--- src/rtl/cache_miss_ctrl.sv ---
// Blocking miss controller for a set-associative cache: lookup, line refill, tag update.
// Define CACHE_LFSR_VICTIM_EN to replace the round-robin victim policy with an 8-bit LFSR.
`timescale 1ns/1ps

module cache_miss_ctrl #(
  parameter int WAYS       = 4,
  parameter int SETS       = 256,
  parameter int TAG_LEN    = 20,
  parameter int LINE_WORDS = 4,
  localparam int WAY_W     = $clog2(WAYS),
  localparam int IDX_W     = $clog2(SETS),
  localparam int BEAT_W    = $clog2(LINE_WORDS),
  localparam int OFF_W     = $clog2(LINE_WORDS * 4)
) (
  input  logic                      clk,
  input  logic                      reset,
  input  logic                      req_valid,
  output logic                      req_ready,
  input  logic [31:0]               req_addr,
  output logic [IDX_W-1:0]          tag_addr,
  input  logic [WAYS*TAG_LEN-1:0]   tag_dout,
  output logic                      tag_we,
  output logic [WAY_W-1:0]          tag_way,
  output logic [TAG_LEN-1:0]        tag_din,
  output logic                      rd_req,
  output logic [31:0]               rd_addr,
  input  logic                      rd_rdy,
  input  logic                      ret_valid,
  input  logic                      ret_last,
  input  logic [31:0]               ret_data,
  output logic                      data_we,
  output logic [WAY_W-1:0]          data_way,
  output logic [IDX_W-1:0]          data_index,
  output logic [BEAT_W-1:0]         data_offset,
  output logic [31:0]               data_wdata,
  output logic                      resp_valid,
  output logic                      resp_hit,
  output logic [WAY_W-1:0]          resp_way
);

  typedef enum logic [2:0] {IDLE, LOOKUP, MISS, REFILL, UPDATE} state_t;

  state_t               state;
  logic [TAG_LEN-1:0]   lat_tag;
  logic [IDX_W-1:0]     lat_idx;
  logic [WAY_W-1:0]     victim;
  logic [BEAT_W-1:0]    beat;
  logic [WAYS-1:0]      valid [SETS];

  logic                 hit;
  logic [WAY_W-1:0]     hit_way;
  logic                 inv_found;
  logic [WAY_W-1:0]     inv_way;
  logic [WAY_W-1:0]     policy_way;
  logic [WAY_W-1:0]     victim_next;

  // Byte offset within the line is not needed by the controller.
  logic                 unused_offset;
  assign unused_offset = ^req_addr[OFF_W-1:0];

`ifdef CACHE_LFSR_VICTIM_EN
  logic [7:0] lfsr;
  logic       lfsr_fb;
  assign lfsr_fb    = lfsr[7] ^ lfsr[5] ^ lfsr[4] ^ lfsr[3];
  assign policy_way = lfsr[WAY_W-1:0];
`else
  logic [WAY_W-1:0] rr;
  assign policy_way = rr;
`endif

  // Scan downwards so the lowest-numbered matching way wins in both searches.
  always_comb begin
    hit       = 1'b0;
    hit_way   = '0;
    inv_found = 1'b0;
    inv_way   = '0;
    for (int w = WAYS - 1; w >= 0; w--) begin
      if (valid[lat_idx][w] && (tag_dout[w*TAG_LEN +: TAG_LEN] == lat_tag)) begin
        hit     = 1'b1;
        hit_way = WAY_W'(w);
      end
      if (!valid[lat_idx][w]) begin
        inv_found = 1'b1;
        inv_way   = WAY_W'(w);
      end
    end
    victim_next = inv_found ? inv_way : policy_way;
  end

  always_ff @(posedge clk) begin
    if (reset) begin
      state   <= IDLE;
      lat_tag <= '0;
      lat_idx <= '0;
      victim  <= '0;
      beat    <= '0;
      for (int s = 0; s < SETS; s++) valid[s] <= '0;
`ifdef CACHE_LFSR_VICTIM_EN
      lfsr    <= 8'h01;
`else
      rr      <= '0;
`endif
    end else begin
      case (state)
        IDLE: begin
          if (req_valid) begin
            lat_tag <= req_addr[OFF_W+IDX_W +: TAG_LEN];
            lat_idx <= req_addr[OFF_W +: IDX_W];
            state   <= LOOKUP;
          end
        end
        LOOKUP: begin
          if (hit) begin
            state <= IDLE;
          end else begin
            victim <= victim_next;
            state  <= MISS;
`ifdef CACHE_LFSR_VICTIM_EN
            lfsr   <= {lfsr[6:0], lfsr_fb};
`else
            if (!inv_found) rr <= rr + 1'b1;
`endif
          end
        end
        MISS: begin
          if (rd_rdy) begin
            beat  <= '0;
            state <= REFILL;
          end
        end
        REFILL: begin
          // The memory may end the burst early; ret_last always closes the fill.
          if (ret_valid) begin
            beat <= beat + 1'b1;
            if (ret_last) state <= UPDATE;
          end
        end
        UPDATE: begin
          valid[lat_idx][victim] <= 1'b1;
          state                  <= IDLE;
        end
        default: state <= IDLE;
      endcase
    end
  end

  // Strobes are suppressed while reset is held so an abandoned fill never commits.
  always_comb begin
    req_ready   = (state == IDLE);
    tag_addr    = (state == IDLE) ? req_addr[OFF_W +: IDX_W] : lat_idx;
    tag_we      = 1'b0;
    tag_way     = '0;
    tag_din     = '0;
    rd_req      = 1'b0;
    rd_addr     = '0;
    data_we     = 1'b0;
    data_way    = '0;
    data_index  = '0;
    data_offset = '0;
    data_wdata  = '0;
    resp_valid  = 1'b0;
    resp_hit    = 1'b0;
    resp_way    = '0;
    if (!reset) begin
      case (state)
        LOOKUP: begin
          if (hit) begin
            resp_valid = 1'b1;
            resp_hit   = 1'b1;
            resp_way   = hit_way;
          end
        end
        MISS: begin
          rd_req  = 1'b1;
          rd_addr = {lat_tag, lat_idx, {OFF_W{1'b0}}};
        end
        REFILL: begin
          if (ret_valid) begin
            data_we     = 1'b1;
            data_way    = victim;
            data_index  = lat_idx;
            data_offset = beat;
            data_wdata  = ret_data;
          end
        end
        UPDATE: begin
          tag_we     = 1'b1;
          tag_way    = victim;
          tag_din    = lat_tag;
          resp_valid = 1'b1;
          resp_way   = victim;
        end
        default: ;
      endcase
    end
  end

endmodule

--- config.mk ---
export PLATFORM = sky130hd
export DESIGN_NAME = cache_miss_ctrl
export DESIGN_NICKNAME = d
export VERILOG_FILES = /design/src/rtl/cache_miss_ctrl.sv
export SDC_FILE = /design/constraint.sdc
export NUM_CORES = 2
export LEC_CHECK = 0
export BUFFER_PORTS_ARGS = -buffer_cell sky130_fd_sc_hd__buf_2
export CORE_MARGIN = 8
export CORE_UTILIZATION = 50
export DETAILED_ROUTE_END_ITERATION = 7
export GPL_TIMING_DRIVEN = 0
export PLACE_DENSITY = 0.68
export SYNTH_ARGS = -nofsm -noshare
export SYNTH_HDL_FRONTEND = slang
export SYNTH_SLANG_ARGS = --single-unit
--- constraint.sdc ---
create_clock -name clk -period 9.19 [get_ports clk]
set_clock_uncertainty 0.15 [all_clocks]
set_input_delay 1.3785 -clock clk [delete_from_list [all_inputs] [get_ports clk]]
set_output_delay 1.3785 -clock clk [all_outputs]
set_load 0.005 [all_outputs]
# Yosys cells after proc, flatten, opt, wreduce, memory -nomap -nowiden
# Memory sizes are Yosys's and may differ from the RTL's. A register that Yosys moved wholly into a read port is not among the register bits.
# Cells that the tools add are included.
[op_classes]
add_sub_neg = 2
order_cmp = 2
eq_ne = 12
muxes = 70
bitwise_logic = 2
n_reduce_logical = 13
[ops]
columns = ["cell", "n"]
rows = [
  ["$mux W32", 5],
  ["$eq A20 B20 Y1", 4],
  ["$mux W8", 7],
  ["$mux W2", 22],
  ["$mux W20", 2],
  ["$mux W1", 22],
  ["$mux W3", 4],
  ["$mux W4", 3],
  ["$pmux W3 S4", 1],
  ["$ne A2 B2 Y1 const B", 4],
  ["$pmux W2 S2", 2],
  ["$eq A3 B2 Y1 const B", 2],
  ["$reduce_and A3 Y1", 2],
  ["$logic_and A1 B1 Y1", 5],
  ["$add A2 B1 Y2 const B", 2],
  ["$reduce_and A2 Y1", 2],
  ["$reduce_and A4 Y1", 1],
  ["$reduce_or A4 Y1", 1],
  ["$eq A3 B1 Y1 const B", 1],
  ["$eq A3 B3 Y1 const B", 1],
  ["$logic_not A3 Y1", 1],
  ["$lt A2 B3 Y1 const B", 1],
  ["$demux W1 S2", 1],
  ["$ge A2 B1 Y1 const B", 1],
  ["other kinds (3)", 4],
]
[word_totals]
ff_bits = 37
mem_bits_rw = 1024
input_bits = 150
output_inout_bits = 114
mem_count = 1
[mem_list]
columns = ["memory", "depth", "width", "read_ports", "rd_ports_with_merged_regs", "write_ports", "line", "text"]
rows = [
  ["valid", 256, 4, 1, 1, 256, "48", "logic [WAYS-1:0] valid [SETS];"],
]

# Longest topological paths before layout
[depth]
word_depth = 9
mapped_depth = 15
depth_no_buf = 9

# Worst setup path after synthesis
# No wires, ideal clock.
[synth_path]
kind = "in2out"
from = "input port tag_dout[8]"
to = "output port resp_way[1]"
t_arrival_ps = 3079
path_slack_ps = 4583
cell_stages = 8
path_cell_list = "xor2_1 -> nor4_1 -> nand3_1 -> nor3_1 -> or3b_2 -> nand3b_4 -> nor3b_1 -> or2_2"
[synth_between]
elab_chain_cells = 6
word_cells_on_any_way = 7
[synth_lines]
columns = ["item", "line", "text"]
rows = [
  ["start, declared", "21", "input logic [WAYS*TAG_LEN-1:0] tag_dout,"],
  ["$eq A20 B20 Y1 (*)", "78", "if (valid[lat_idx][w] && (tag_dout[w*TAG_LEN +: TAG_LEN] == lat_tag)) begin"],
  ["$logic_and A1 B1 Y1 (*)", "78", ""],
  ["$mux W2 / $mux W1 (equally long branches)", "78", ""],
  ["$mux W2 (*)", "167", "if (hit) begin"],
  ["$pmux W2 S2 (*)", "165", "case (state)"],
  ["$mux W2 (*)", "164", "if (!reset) begin"],
  ["end, declared", "38", "output logic [WAY_W-1:0] resp_way"],
]
# Every way passes the cells marked *; elsewhere a longest branch is shown, timed or not.

==> impl_metrics.py <==
metrics = {
    "synthesis": {
        "syn_area_per_cell_um2": 11.6,
        "netlist_instances": 3818,
        "ys_seq_area_share_pct": 48.4,
        "synth_edf_count": 0,
        "ys.flop_type": "dfxtp_1",
        "syn_area_um2": 44200,
        "ys_ff_latch": 1069,
        "yosys.cell_types.count": 82,
        "yosysWarnings": 0,
        "async_flop_share_pct": 0,
    },
    "routing": {
        "ant_nets": 0,
        "vias_per_cell": 7.08,
        "vias": 38700,
        "first_pass_iters": 6,
        "totalWireLength_mm": 206,
        "drt_iter0_markers": 5796,
        "drc_errors": 0,
        "routedWlPerCell_um": 37.7,
    },
    "timing": {
        "fin_crit_sh_pct": 83.3,
        "rsz0062_at_grt": "no",
        "setup_slack_ps": 1530,
        "setup_viol": 0,
        "hold_viol": 0,
        "max-slew-margin-rel_pct": -16.6,
        "tightestPinTransition_ps": 1730,
        "max_freq_ghz": 0.131,
        "whs_ps": 306,
        "min_period_ps": 7660,
        "setup-tns-final_ps": 0,
        "drv_slew": 123,
    },
    "floorplanning": {
        "ios": 264,
        "initial_core_util_pct": 50.2,
        "coreArea_um2": 88000,
        "die_x_um": 313,
        "die_area_um2": 98100,
        "row_count": 109,
        "chipHeight_um": 313,
    },
    "grt": {
        "grt_pass1_wl_mm": 285,
        "grt_start_max_net_pins": 16,
        "overflow": 0,
        "antenna_found_initial": 13,
        "grt_pass1_vias": 36500,
        "grtUsageTotal_pct": 40.3,
    },
    "clock_tree": {
        "h-tree-depth": 3,
        "cts_setup_buffers": 0,
        "clockBufferDepth": 3,
        "hold_buffers": 0,
        "cts_resized": 0,
        "cts-root-buf": "clkbuf_16",
        "cts.sinks": 1069,
        "numCtsBuffers": 109,
        "clk_latency_ps": 710,
        "path_clk_slew_ps": 60,
        "tritoncts": "yes",
    },
    "min_path": {
        "hold_start": "valid[137][1]",
        "min_path_type": "register to register",
    },
    "finish": {
        "nets": 4350,
        "mostFrequentLayoutCells": "dfxtp_1 (1069), o2bb2ai_1 (1024), nand2_1 (363)",
        "area_growth_pct": 15.0,
        "layout_commonest_cell": "dfxtp_1",
        "finalInstanceArea_um2": 50800,
        "final_cells": 5469,
        "drive_gt1_share_pct": 18.7,
        "n_fill_cell": 7421,
        "final_util_pct": 57.8,
    },
    "place": {
        "dp_cells": 5252,
        "finalWeightedCongestion": 1.10,
        "post-place-ws_ps": 2800,
        "place_area_um2": 47100,
        "io_buffers": 254,
        "dp_hpwl_mm": 148,
    },
    "critical_path": {
        "worstPathArrival_ps": 6130,
        "cp-start-kind": "register",
        "critPathCaptureType": "output port",
        "cp_max_fo": 11,
        "critPathKind": "register to output port",
        "worstPathRequired_ps": 7660,
    },
    "pwr": {
        "power_mw": 10.1,
        "irDropWorstVdd_uv": 197,
        "power_density_nw_per_um2": 198,
        "leakagePower_nw": 16.6,
    },
    "outcome": {
        "run_status": "finished, violations left",
        "violations": "max-capacitance violations, max-slew violations",
    },
    "job": {
        "maxCapViolations": 14,
    },
}
[state kept, by name (all words and copies together) (netlist names), named ones only]
signal	flops
valid	1024
lat_tag	20
lat_idx	8
state	3
beat	2
policy_way	2
victim	2
[logic make-up after synthesis]
| logic type | count (synthesis) | share of synthesized area (%) |
|---|---|---|
| AOI/OAI and AO/OA | 1226 | 23.5 |
| buffers and inverters | 414 | 4.66 |
| DFF | 1069 | 48.4 |
| muxes | 337 | 14.3 |
| other | 1 | 0.00849 |
| and+or+nand+nor | 691 | 7.47 |
| xor gates and xnor gates | 80 | 1.59 |
[where the power goes]
part	switching, mW	internal, mW	total, mW
Clock	2.01	2.59	4.60
Sequential	0.0102	4.64	4.65
Combinational	0.615	0.220	0.835
[per-layer routing]
metal  share of wire, %  global-route usage (%)  wire [um]  up-vias
li1                   -                       -          -    15600
met1                 36                    49.4      74700    19100
met2                 40                    56.6      83100     3260
met3                 14                    15.9      29000      830
met4                9.5                    30.9      19600        6
met5              0.022                       0         46        -
[synth_stat cells (4+ instances only)]
master,n,area [um2]
buf_6,29,327
nand3_1,22,110
buf_8,7,105
xor2_1,44,385
buf_1,25,93.8
o21ai_0,5,25.0
clkbuf_1,299,1120
nor2_1,58,218
nor2b_1,17,106
a22o_1,7,61.3
buf_2,20,100
a311oi_1,4,35.0
nand4_1,14,87.6
mux4_1,19,499
dfxtp_1,1069,21400
o2bb2ai_1,1024,8970
nor4bb_1,4,40.0
nor4_1,27,169
o22ai_1,17,106
a31oi_1,11,68.8
buf_4,21,158
mux2_2,16,180
o31ai_1,5,37.5
a21oi_1,48,240
mux4_2,210,4730
nand2b_1,26,163
xnor2_1,36,315
nor3_1,25,125
a211oi_1,12,90.1
or2_2,4,25.0
or3_1,4,25.0
inv_1,4,15.0
mux2i_1,92,921
o211ai_1,5,37.5
and2_1,100,626
buf_12,5,100
a22oi_1,55,413
nand2_1,363,1360
[worst paths after layout]
path / endpoint / slack, ps / depth (start not counted)
hold reg to reg: valid[137][1] / 310 / 1
hold / removal: valid[137][1] / 310 / 1
setup / recovery: resp_way[1] / 1530 / 12
setup reg to reg: victim[0] / 3550 / 11
[final cells by class]
type	count	area (um2)	share of cell area, %
Sequential cell	1069	21400	42.1
Buffer	409	2050	4.04
Multi-Input combinational cell	2338	20800	40.9
Clock inverter	59	579	1.14
Tap cell	1165	1460	2.87
Clock buffer	145	3080	6.05
Inverter	5	18.8	0.0369
Timing Repair Buffer	268	1420	2.80
Antenna cell	11	27.5	0.0542
[critical path, stage by stage (launching register included)]
cell      delay [ps]
dfxtp_1          640
buf_4            450
buf_4            390
nor4bb_1        1380
a22oi_1          360
o211ai_1         210
nor4_1           120
a221o_1          450
or2_1            310
o21ai_2          330
nor3b_1          440
or2_2            190
buf_2            110
Power figures use the tool's default switching activity.
